**config.mk**
```make
export PLATFORM = sky130hd
export DESIGN_NAME = riscv_multicycle
export DESIGN_NICKNAME = d
export VERILOG_FILES = /design/src/rtl/riscv_pkg.sv /design/src/rtl/riscv_alu.sv /design/src/rtl/riscv_multicycle.sv
export SDC_FILE = /design/constraint.sdc
export NUM_CORES = 2
export LEC_CHECK = 0
export BUFFER_PORTS_ARGS = -buffer_cell sky130_fd_sc_hd__buf_2
export CAP_MARGIN = 15
export CORE_MARGIN = 2
export CORE_UTILIZATION = 40
export CTS_CLUSTER_DIAMETER = 120
export DETAILED_ROUTE_END_ITERATION = 8
export GPL_ROUTABILITY_DRIVEN = 1
export HOLD_SLACK_MARGIN = 0.1
export SLEW_MARGIN = 20
export SYNTH_ARGS = -nofsm -noshare
export SYNTH_HDL_FRONTEND = slang
export SYNTH_SLANG_ARGS = --single-unit
```
**constraint.sdc**
```tcl
create_clock -name clk -period 7.3 [get_ports clk]
set_input_delay 0.73 -clock clk [delete_from_list [all_inputs] [get_ports clk]]
set_output_delay 0.73 -clock clk [all_outputs]
set_load 0.005 [all_outputs]
```
**src/rtl/riscv_pkg.sv**
```systemverilog
// Shared encodings and types for the multicycle RV32I-subset core.
package riscv_pkg;

  // Major opcodes of the supported subset.
  localparam logic [6:0] OpcOp     = 7'b0110011;
  localparam logic [6:0] OpcOpImm  = 7'b0010011;
  localparam logic [6:0] OpcLoad   = 7'b0000011;
  localparam logic [6:0] OpcStore  = 7'b0100011;
  localparam logic [6:0] OpcBranch = 7'b1100011;
  localparam logic [6:0] OpcJal    = 7'b1101111;

  // funct3 values.
  localparam logic [2:0] F3AddSub = 3'b000;
  localparam logic [2:0] F3Slt    = 3'b010;
  localparam logic [2:0] F3Or     = 3'b110;
  localparam logic [2:0] F3And    = 3'b111;
  localparam logic [2:0] F3Word   = 3'b010;
  localparam logic [2:0] F3Beq    = 3'b000;

  // funct7 values.
  localparam logic [6:0] F7Base = 7'b0000000;
  localparam logic [6:0] F7Sub  = 7'b0100000;

  // State encoding is visible on State_out, so the values are fixed.
  typedef enum logic [2:0] {
    StFetch     = 3'd0,
    StDecode    = 3'd1,
    StExecute   = 3'd2,
    StMemory    = 3'd3,
    StWriteback = 3'd4,
    StTrap      = 3'd7
  } state_e;

  typedef enum logic [2:0] {
    AluAdd,
    AluSub,
    AluSlt,
    AluAnd,
    AluOr
  } alu_op_e;

  typedef enum logic [2:0] {
    KindIllegal,
    KindAlu,
    KindLoad,
    KindStore,
    KindBranch,
    KindJal
  } kind_e;

  typedef struct packed {
    kind_e       kind;
    alu_op_e     alu_op;
    logic        use_imm;
    logic [31:0] imm;
  } decode_t;

  function automatic logic [31:0] imm_i(input logic [31:0] ir);
    return {{20{ir[31]}}, ir[31:20]};
  endfunction

  function automatic logic [31:0] imm_s(input logic [31:0] ir);
    return {{20{ir[31]}}, ir[31:25], ir[11:7]};
  endfunction

  function automatic logic [31:0] imm_b(input logic [31:0] ir);
    return {{19{ir[31]}}, ir[31], ir[7], ir[30:25], ir[11:8], 1'b0};
  endfunction

  function automatic logic [31:0] imm_j(input logic [31:0] ir);
    return {{11{ir[31]}}, ir[31], ir[19:12], ir[20], ir[30:21], 1'b0};
  endfunction

  // Classify an instruction word; anything outside the subset is KindIllegal.
  function automatic decode_t decode_instr(input logic [31:0] ir);
    decode_t d;
    d.kind    = KindIllegal;
    d.alu_op  = AluAdd;
    d.use_imm = 1'b1;
    d.imm     = '0;
    case (ir[6:0])
      OpcOp: begin
        d.use_imm = 1'b0;
        if (ir[31:25] == F7Base) begin
          d.kind = KindAlu;
          case (ir[14:12])
            F3AddSub: d.alu_op = AluAdd;
            F3Slt:    d.alu_op = AluSlt;
            F3And:    d.alu_op = AluAnd;
            F3Or:     d.alu_op = AluOr;
            default:  d.kind   = KindIllegal;
          endcase
        end else if (ir[31:25] == F7Sub && ir[14:12] == F3AddSub) begin
          d.kind   = KindAlu;
          d.alu_op = AluSub;
        end
      end
      OpcOpImm: begin
        d.imm  = imm_i(ir);
        d.kind = KindAlu;
        case (ir[14:12])
          F3AddSub: d.alu_op = AluAdd;
          F3Slt:    d.alu_op = AluSlt;
          F3And:    d.alu_op = AluAnd;
          F3Or:     d.alu_op = AluOr;
          default:  d.kind   = KindIllegal;
        endcase
      end
      OpcLoad: begin
        d.imm = imm_i(ir);
        if (ir[14:12] == F3Word) d.kind = KindLoad;
      end
      OpcStore: begin
        d.imm = imm_s(ir);
        if (ir[14:12] == F3Word) d.kind = KindStore;
      end
      OpcBranch: begin
        d.imm     = imm_b(ir);
        d.use_imm = 1'b0;
        d.alu_op  = AluSub;
        if (ir[14:12] == F3Beq) d.kind = KindBranch;
      end
      OpcJal: begin
        d.imm  = imm_j(ir);
        d.kind = KindJal;
      end
      default: d.kind = KindIllegal;
    endcase
    return d;
  endfunction

endpackage

```
**src/rtl/riscv_alu.sv**
```systemverilog
// Combinational ALU for the multicycle core.
module riscv_alu
  import riscv_pkg::*;
(
  input  alu_op_e     op_i,
  input  logic [31:0] a_i,
  input  logic [31:0] b_i,
  output logic [31:0] result_o
);

  // Arithmetic wraps modulo 2^32; slt compares as signed.
  always_comb begin
    result_o = '0;
    case (op_i)
      AluAdd:  result_o = a_i + b_i;
      AluSub:  result_o = a_i - b_i;
      AluSlt:  result_o = {31'b0, ($signed(a_i) < $signed(b_i))};
      AluAnd:  result_o = a_i & b_i;
      AluOr:   result_o = a_i | b_i;
      default: result_o = '0;
    endcase
  end

endmodule

```
**src/rtl/riscv_multicycle.sv**
```systemverilog
// Multicycle RV32I-subset core with internal register file and data memory.
module riscv_multicycle
  import riscv_pkg::*;
#(
  parameter int unsigned DMEM_WORDS = 64,
  parameter logic [31:0] RESET_PC   = 32'h0
) (
  input  logic        clk,
  input  logic        rst,
  input  logic [31:0] Instruction,
  input  logic        Instr_valid,
  output logic        Instr_req,
  output logic [31:0] PC_out,
  output logic [31:0] ALUResult_out,
  output logic [31:0] Mem_ReadData_out,
  output logic [2:0]  State_out,
  output logic        Trap_out
);

  localparam int unsigned AddrW = $clog2(DMEM_WORDS);

  state_e      state_q, state_d;
  logic [31:0] pc_q, pc_d;
  logic [31:0] ir_q, ir_d;
  logic [31:0] a_q, a_d;
  logic [31:0] b_q, b_d;
  logic [31:0] imm_q, imm_d;
  logic [31:0] alu_q, alu_d;
  logic [31:0] mdr_q, mdr_d;

  logic [31:0] rf_q [32];
  logic [31:0] dmem [DMEM_WORDS];

  logic             rf_we;
  logic [31:0]      rf_wdata;
  logic             dm_we;
  logic [AddrW-1:0] dm_idx;

  decode_t     dec;
  logic [4:0]  rs1, rs2, rd;
  logic [31:0] op_a, op_b, alu_res;
  logic [31:0] pc_plus4, pc_target;
  logic        addr_bad;

  assign dec = decode_instr(ir_q);
  assign rs1 = ir_q[19:15];
  assign rs2 = ir_q[24:20];
  assign rd  = ir_q[11:7];

  assign pc_plus4  = pc_q + 32'd4;
  assign pc_target = pc_q + imm_q;
  assign dm_idx    = alu_q[AddrW+1:2];

  // Operand selection: jal reuses the ALU to form the link address.
  always_comb begin
    op_a = (dec.kind == KindJal) ? pc_q : a_q;
    if (dec.kind == KindJal) begin
      op_b = 32'd4;
    end else if (dec.use_imm) begin
      op_b = imm_q;
    end else begin
      op_b = b_q;
    end
  end

  riscv_alu u_alu (
    .op_i    (dec.alu_op),
    .a_i     (op_a),
    .b_i     (op_b),
    .result_o(alu_res)
  );

  // Misaligned or out-of-range data addresses trap before any memory access.
  assign addr_bad = (alu_res[1:0] != 2'b00) || (alu_res[31:2] >= 30'(DMEM_WORDS));

  // Next-state, datapath register and write-enable logic.
  always_comb begin
    state_d  = state_q;
    pc_d     = pc_q;
    ir_d     = ir_q;
    a_d      = a_q;
    b_d      = b_q;
    imm_d    = imm_q;
    alu_d    = alu_q;
    mdr_d    = mdr_q;
    rf_we    = 1'b0;
    rf_wdata = alu_q;
    dm_we    = 1'b0;
    case (state_q)
      StFetch: begin
        if (Instr_valid) begin
          ir_d    = Instruction;
          state_d = StDecode;
        end
      end
      StDecode: begin
        a_d     = (rs1 == 5'd0) ? 32'd0 : rf_q[rs1];
        b_d     = (rs2 == 5'd0) ? 32'd0 : rf_q[rs2];
        imm_d   = dec.imm;
        state_d = (dec.kind == KindIllegal) ? StTrap : StExecute;
      end
      StExecute: begin
        alu_d = alu_res;
        case (dec.kind)
          KindAlu:              state_d = StWriteback;
          KindLoad, KindStore:  state_d = addr_bad ? StTrap : StMemory;
          KindBranch: begin
            if (a_q == b_q) begin
              if (pc_target[1:0] != 2'b00) begin
                state_d = StTrap;
              end else begin
                pc_d    = pc_target;
                state_d = StFetch;
              end
            end else begin
              pc_d    = pc_plus4;
              state_d = StFetch;
            end
          end
          KindJal: state_d = (pc_target[1:0] != 2'b00) ? StTrap : StWriteback;
          default: state_d = StTrap;
        endcase
      end
      StMemory: begin
        if (dec.kind == KindStore) begin
          dm_we   = 1'b1;
          pc_d    = pc_plus4;
          state_d = StFetch;
        end else begin
          mdr_d   = dmem[dm_idx];
          state_d = StWriteback;
        end
      end
      StWriteback: begin
        rf_we    = (rd != 5'd0);
        rf_wdata = (dec.kind == KindLoad) ? mdr_q : alu_q;
        pc_d     = (dec.kind == KindJal) ? pc_target : pc_plus4;
        state_d  = StFetch;
      end
      StTrap: state_d = StTrap;
      default: state_d = StTrap;
    endcase
  end

  // Control and datapath registers; reset abandons any in-flight instruction.
  always_ff @(posedge clk) begin
    if (rst) begin
      state_q <= StFetch;
      pc_q    <= RESET_PC;
      ir_q    <= '0;
      a_q     <= '0;
      b_q     <= '0;
      imm_q   <= '0;
      alu_q   <= '0;
      mdr_q   <= '0;
    end else begin
      state_q <= state_d;
      pc_q    <= pc_d;
      ir_q    <= ir_d;
      a_q     <= a_d;
      b_q     <= b_d;
      imm_q   <= imm_d;
      alu_q   <= alu_d;
      mdr_q   <= mdr_d;
    end
  end

  // Register file; x0 is never written so it always reads zero.
  always_ff @(posedge clk) begin
    if (rst) begin
      for (int i = 0; i < 32; i++) rf_q[i] <= '0;
    end else if (rf_we) begin
      rf_q[rd] <= rf_wdata;
    end
  end

  // Data memory keeps its contents across reset; a store in flight is dropped.
  always_ff @(posedge clk) begin
    if (dm_we && !rst) dmem[dm_idx] <= b_q;
  end

  assign Instr_req        = (state_q == StFetch) && !rst;
  assign PC_out           = pc_q;
  assign ALUResult_out    = alu_q;
  assign Mem_ReadData_out = mdr_q;
  assign State_out        = state_q;
  assign Trap_out         = (state_q == StTrap);

endmodule

```
# Yosys cells after proc, flatten, opt, wreduce, memory -nomap -nowiden
# Memory sizes are Yosys's and may differ from the RTL's. A register that Yosys moved wholly into a read port is not among the register bits.
# Index checks and enable logic that the tools add are counted.
[word_totals]
regBits = 195
latchBits = 0
ram_bits = 3072
mem_bits_ro = 0
in_bits = 35
out_inout_bits = 101
wordCells = 121
n_memories = 2
[memory_table]
columns = ["memory", "words", "width", "rd", "rd_ports_with_merged_regs", "write_ports", "line", "rtl"]
rows = [
  ["dmem", 64, 32, 1, 1, 1, "riscv_multicycle.sv:32", "logic [31:0] dmem [DMEM_WORDS];"],
  ["rf_q", 32, 32, 2, 2, 32, "riscv_multicycle.sv:31", "logic [31:0] rf_q [32];"],
]
[classes]
addsub = 4
n_mul = 0
n_div = 0
order_cmp = 2
eq_ne = 29
shift = 0
n_mux = 50
bitwise_logic = 3
reduce_logical = 24
[op_table]
columns = ["op", "count"]
rows = [
  ["32-bit 2-to-1 mux", 13],
  ["32-bit case mux with 5 select lines", 1],
  ["32-bit case mux with 4 select lines", 1],
  ["32-bit case mux with 3 select lines", 1],
  ["32-bit adder", 2],
  ["32-bit by 3-bit adder with 32-bit output, second input constant", 1],
  ["32-bit AND", 1],
  ["32-bit equality test", 1],
  ["32-bit < comparator", 1],
  ["32-bit OR", 1],
  ["32-bit OR reduction", 1],
  ["32-bit subtractor", 1],
  ["30-bit by 7-bit >= comparator with 1-bit output, second input constant", 1],
  ["5-bit 2-to-1 mux", 5],
  ["3-bit by 2-bit equality test with 1-bit output, second input constant", 7],
  ["3-bit equality test, second input constant", 7],
  ["7-bit by 6-bit equality test with 1-bit output, second input constant", 3],
  ["3-bit 2-to-1 mux", 7],
  ["3-bit case mux with 3 select lines", 2],
  ["3-bit case mux with 6 select lines", 1],
  ["3-bit case mux with 5 select lines", 1],
  ["7-bit equality test, second input constant", 2],
  ["3-bit logical NOT", 4],
  ["1-bit 2-to-1 mux", 12],
  ["other kinds (22)", 35],
]

# Logic depth before layout (Yosys ltp)
[logic_depth]
depth_word = 14
depth_mapped = 22
mapped_depth_nobuf = 20

# Cells and area by module
# From an unflattened synthesis, not the netlist that was laid out.
[hier_totals]
hier_cells = 9382
area_unflattened_um2 = 141979.9
[by_module_without_submodules]
columns = ["module", "n_inst", "cells_each", "area_each_um2", "seq_area_each_um2"]
rows = [
  ["riscv_multicycle", 1, 8661, 137176.6, 96772.8],
  ["riscv_alu", 1, 721, 4803.4, 0.0],
]

# Least setup slack after synthesis
# OpenSTA, ideal clock, no wires.
[synth_path]
path_type = "register to register"
from = "register ir_q[3]"
to = "register state_q[2], in the netlist State_out[2]"
setup_ns = 0.127
arrival_time_ns = 5.314
t_required_ns = 7.173
setup_slack_ns = 1.859
stages_incl_launch_ff = 22
path_buffers = 3
period_less_slack_ns = 5.441
cell_sequence = "dfxtp_1 > nand4bb_1 > or2_2 > clkbuf_1 > o21ai_1 > clkbuf_1 > mux2i_1 > or2_2 > ha_1 > clkbuf_1 > nand4_1 > or2_2 > a21oi_1 > o31ai_1 > o41ai_1 > a21oi_1 > xnor2_1 > a221oi_1 > o211ai_2 > nor3_1 > and4b_1 > a31oi_1"
[synth_via]
elab_chain_len = 11
elab_cells_between_ends = 38
cone_classes = "add/sub (2); order compare (2); eq/ne (15); mux (11); bitwise (2); reduce/logical (6)"
[synth_lines]
columns = ["element", "line", "rtl"]
rows = [
  ["start: declaration", "riscv_multicycle.sv:24", "logic [31:0] ir_q, ir_d;"],
  ["start signal: assignment", "riscv_multicycle.sv:159", "ir_q <= ir_d;"],
  ["7-bit equality test (tied with other cells)", "riscv_pkg.sv:81", "case (ir[6:0])"],
  ["3-bit case mux with 6 select lines / 2-bit OR reduction (equally long branches)", "n/a", ""],
  ["3-bit equality test / 32-bit 2-to-1 mux (equally long branches)", "n/a", ""],
  ["32-bit 2-to-1 mux (on tied branches)", "riscv_multicycle.sv:56, riscv_multicycle.sv:57", ""],
  ["32-bit subtractor (tied with other cells)", "riscv_alu.sv:16", "AluSub: result_o = a_i - b_i;"],
  ["32-bit case mux with 5 select lines", "riscv_alu.sv:14", "case (op_i)"],
  ["30-bit by 7-bit >= comparator with 1-bit output / 2-bit nonzero test (equally long branches)", "riscv_multicycle.sv:74", "assign addr_bad = (alu_res[1:0] != 2'b00) || (alu_res[31:2] >= 30'(DMEM_WORDS));"],
  ["1-bit logical OR", "riscv_multicycle.sv:74", ""],
  ["3-bit 2-to-1 mux", "riscv_multicycle.sv:106", "KindLoad, KindStore: state_d = addr_bad ? StTrap : StMemory;"],
  ["3-bit case mux with 4 select lines", "riscv_multicycle.sv:104", "case (dec.kind)"],
  ["3-bit case mux with 5 select lines (*)", "riscv_multicycle.sv:89", "case (state_q)"],
  ["end signal: assignment", "riscv_multicycle.sv:148", "state_q <= StFetch;"],
  ["end signal: assignment", "riscv_multicycle.sv:157", "state_q <= state_d;"],
  ["end: declaration", "riscv_multicycle.sv:22", "state_e state_q, state_d;"],
]
# Mark *: on every way between the ends. The rest lies on a longest branch, timed or not.
# A chain may end at the register's enable or synchronous reset.

# Final worst setup path
[layout_path]
from = "register ir_q[5]"
to = "register state_q[2], in the netlist State_out[2]"
# The elaborated chain is that of the path after synthesis.

==> flow_results.xml <==
<?xml version="1.0" encoding="UTF-8"?>
<metrics>
  <group name="status">
    <metric name="run_status" unit="">finished, final reports clean</metric>
  </group>
  <group name="clock_network">
    <metric name="insertion_delay" unit="ps">970</metric>
    <metric name="clkSlewWorstSetupHoldPaths" unit="ps">70</metric>
    <metric name="clock_sinks" unit="">3298</metric>
    <metric name="cts.path.max_buffers" unit="">4</metric>
    <metric name="cts_tree" unit="">done</metric>
    <metric name="cts_htree_levels" unit="">5</metric>
    <metric name="cts_buffers" unit="">344</metric>
    <metric name="cts_setup_buffers" unit="">0</metric>
    <metric name="cts_resized" unit="">0</metric>
    <metric name="root_buffer_cell" unit="">clkbuf_16</metric>
  </group>
  <group name="grt">
    <metric name="antenna_found_initial" unit="">24</metric>
    <metric name="grt-ovfl-total" unit="">0</metric>
    <metric name="grt_start_max_net_pins" unit="">110</metric>
    <metric name="first_global_vias" unit="">88800</metric>
    <metric name="total_global_route_track_usage" unit="%">27.2</metric>
    <metric name="grt_first_pass_wirelength" unit="um">692000</metric>
  </group>
  <group name="drt">
    <metric name="total_detailed_routing_wirelength" unit="um">499000</metric>
    <metric name="drt-wirelength-per-cell" unit="um">34.6</metric>
    <metric name="post-route-drc-count" unit="">0</metric>
    <metric name="avgViaCountPerCell" unit="">6.38</metric>
    <metric name="initialDrtViolationCount" unit="">13700</metric>
    <metric name="dr_total_vias" unit="">92000</metric>
    <metric name="first_pass_iters" unit="">8</metric>
    <metric name="antenna_violating_nets_post_route" unit="">0</metric>
  </group>
  <group name="worst_setup_path">
    <metric name="worstReg2RegStart" unit="">ir_q[5]</metric>
    <metric name="kind_of_end_point_of_the_critical_path" unit="">flop</metric>
    <metric name="crit_required" unit="ps">8050</metric>
    <metric name="rrSetupSlack" unit="ps">1140</metric>
    <metric name="crit_path_start_kind" unit="">flop</metric>
    <metric name="rr_worst_depth" unit="">20</metric>
    <metric name="worstSetupPathType" unit="">flop to flop</metric>
    <metric name="path_buf_inv" unit="">2</metric>
    <metric name="crit_path_max_fanout" unit="">14</metric>
    <metric name="critical-path-slowest-cell" unit="">dfxtp_1</metric>
    <metric name="crit-reg2reg-capture" unit="">State_out[2]</metric>
    <metric name="critical-path-max-stage-delay" unit="ps">550</metric>
    <metric name="crit_chain" unit="">nor2b_1 &gt; nand3_1 &gt; buf_4 &gt; o21ai_4 &gt; buf_4 &gt; mux2i_1 &gt; o21ai_0 &gt; ha_1 &gt; nand2b_1 &gt; a2111o_1 &gt; a21oi_1 &gt; o21ai_0 &gt; o21a_1 &gt; or4_1 &gt; a31oi_1 &gt; nor3_1 &gt; a21oi_1 &gt; mux2i_1 &gt; nor3b_1 &gt; a31oi_1</metric>
    <metric name="critPathTopFamily" unit="">compound AO/OA/AOI/OAI gates</metric>
    <metric name="worst-endpoint-arrival" unit="ps">6910</metric>
  </group>
  <group name="final_layout">
    <metric name="layout.cells.most_common" unit="">edfxtp_1</metric>
    <metric name="sequential_cell_area" unit="um2">96900</metric>
    <metric name="final_core_utilization" unit="%">45.5</metric>
    <metric name="post-route-cell-area" unit="um2">161000</metric>
    <metric name="drive_gt1_share" unit="%">19.2</metric>
    <metric name="flow.area_growth_from_synthesis" unit="%">13.2</metric>
    <metric name="fin_nets" unit="">9578</metric>
    <metric name="multi_input_area" unit="um2">43100</metric>
    <metric name="layoutNonFillerInstCount" unit="">14400</metric>
    <metric name="fillCellCount" unit="">30400</metric>
    <metric name="final_cell_mix" unit="">3072 x edfxtp_1, 1380 x nor2_1, 732 x a22oi_1</metric>
  </group>
  <group name="timing">
    <metric name="final_max_slew_viol_count" unit="">0</metric>
    <metric name="worst_clock_skew" unit="ps">87.6</metric>
    <metric name="final.setup.worst_slack" unit="ps">1140</metric>
    <metric name="fin_crit" unit="ps">6160</metric>
    <metric name="final.period_utilization" unit="%">84.4</metric>
    <metric name="rsz0062_at_grt" unit="">no</metric>
    <metric name="max_freq" unit="GHz">0.162</metric>
    <metric name="slew_headroom" unit="%">20.0</metric>
    <metric name="report.final.hold_viol_count" unit="">0</metric>
    <metric name="tns" unit="ps">0</metric>
    <metric name="setup-violations-final" unit="">0</metric>
    <metric name="timing_worst_slew_pin_value" unit="ps">1190</metric>
    <metric name="hold_slack" unit="ps">145</metric>
  </group>
  <group name="die">
    <metric name="die_h" unit="um">599</metric>
    <metric name="ioPinCount" unit="">136</metric>
    <metric name="die-width" unit="um">599</metric>
    <metric name="floorplan.die_area" unit="um2">359000</metric>
    <metric name="initial_core_util" unit="%">40.2</metric>
    <metric name="core_region_area" unit="um2">353000</metric>
    <metric name="placement_rows" unit="">218</metric>
  </group>
  <group name="synth">
    <metric name="synth-async-reset-ratio" unit="%">0</metric>
    <metric name="synth_sequential_area_ratio" unit="%">68.2</metric>
    <metric name="netlist_area" unit="um2">142000</metric>
    <metric name="synth_enable_flop_cells" unit="">3072</metric>
    <metric name="synth_area_per_cell" unit="um2">15.2</metric>
    <metric name="syn_inst" unit="">9308</metric>
    <metric name="yosys_warnings" unit="">0</metric>
    <metric name="synth_ff_type" unit="">edfxtp_1</metric>
    <metric name="yosys_register_bits" unit="">3298</metric>
    <metric name="synth.distinct_cells" unit="">81</metric>
  </group>
  <group name="pwr">
    <metric name="finalPower" unit="mW">50.7</metric>
    <metric name="power-per-cell-area" unit="nW/um2">316</metric>
    <metric name="vdd_drop_max" unit="mV">0.306</metric>
    <metric name="static-leakage-power" unit="nW">51.3</metric>
  </group>
  <group name="placed_design">
    <metric name="place_area" unit="um2">150000</metric>
    <metric name="dp_worst_setup_slack" unit="ps">1290</metric>
    <metric name="gp_congestion" unit="">0.908</metric>
    <metric name="numPlacedInstances" unit="">13800</metric>
    <metric name="dp_hpwl" unit="um">298000</metric>
    <metric name="numPortBuffers" unit="">135</metric>
  </group>
  <group name="hold_path">
    <metric name="holdCritStartpoint" unit="">Instruction[27]</metric>
    <metric name="min_path_type" unit="">input pin to flop</metric>
    <metric name="hold_path_end" unit="">ir_q[27]</metric>
    <metric name="holdPathStages" unit="">3</metric>
  </group>
  <group name="flow_run">
    <metric name="maxCapViolations" unit="">0</metric>
  </group>
</metrics>
power breakdown:
part           switching [mW]  internal, mW  leakage (nW)
clock network            7.36          9.33          5.09
logic                    8.11          3.66          14.9
registers               0.870          21.4          31.4
total                    16.3          34.4          51.3
sequential cells by signal, indices dropped and copies added, names as in the netlist, named ones only:
| name | count |
|---|---|
| PC_out | 32 |
| b_q | 32 |
| dmem | 2048 |
| State_out | 3 |
| Mem_ReadData_out | 32 |
| rf_q | 1024 |
| ir_q | 32 |
| a_q | 32 |
| imm_q | 21 |
| ALUResult_out | 32 |
layout make-up:
class | count | share of cell area, %
Antenna cell | 10 | 0.0156
Clock buffer | 466 | 5.79
Multi-Input combinational cell | 5159 | 26.8
Tap cell | 4730 | 3.68
Clock inverter | 161 | 0.723
Sequential cell | 3298 | 60.3
Inverter | 115 | 0.269
Timing Repair Buffer | 487 | 2.37
synthesized netlist by cell type (100+ instances only):
master	instances	area (um2)
inv_1	115	432
ha_1	135	1690
a21oi_1	301	1510
a22o_1	158	1380
mux2i_1	125	1250
buf_1	163	612
a31oi_1	100	626
a22oi_1	732	5500
nor2_1	1447	5430
dfxtp_1	226	4520
nand2_1	229	860
clkbuf_1	599	2250
nand4_1	180	1130
edfxtp_1	3072	92200
a221oi_1	177	1550
o21ai_0	125	626
mux4_2	641	14400
worst reg2reg max path: stages, from the launching register on:
cell and delay [ps]:
dfxtp_1 550, nor2b_1 360, nand3_1 130, buf_4 220
o21ai_4 110, buf_4 330, mux2i_1 230, o21ai_0 260
ha_1 510, nand2b_1 150, a2111o_1 480, a21oi_1 490
o21ai_0 320, o21a_1 300, or4_1 430, a31oi_1 210
nor3_1 80, a21oi_1 180, mux2i_1 120, nor3b_1 400
a31oi_1 150
kinds of logic after synthesis:
family,count (synthesis),share of synthesized area [%]
DFF,3298,68.2
and+or+nand+nor,2217,6.80
AOI/OAI and AO/OA,1893,9.59
buffers and inverters,882,2.34
muxes,798,11.3
adders and majority gates,138,1.23
xor gates and xnor gates,81,0.500
other,1,0.00264
how the worst max path moves through the flow:
stage,startpoint,endpoint,slack (ps),cells past startpoint
floorplan,ir_q[3],State_out[2],1860,21
global placement,ir_q[5],State_out[2],1270,20
detailed placement,ir_q[5],State_out[2],1290,20
CTS,ir_q[5],State_out[2],1240,20
global route,ir_q[5],State_out[2],800,20
finish,ir_q[5],State_out[2],1140,20
routing by layer:
layer  up-vias  global-route usage, %  share of wire (%)
met5         -                      0              0.014
met4        10                   14.4                6.0
met3      1097                   4.96                 11
met2      6070                   42.6                 46
met1     47600                   36.4                 37
li1      37200                      -                  -
what timing repair did:
action | 4_1_cts | 5_1_grt
hold buffers | 16 | 0
endpoints found under the setup margin | 0 | 0
endpoints found under the hold margin | 21 | 0
(Power assumes the default switching activity.)
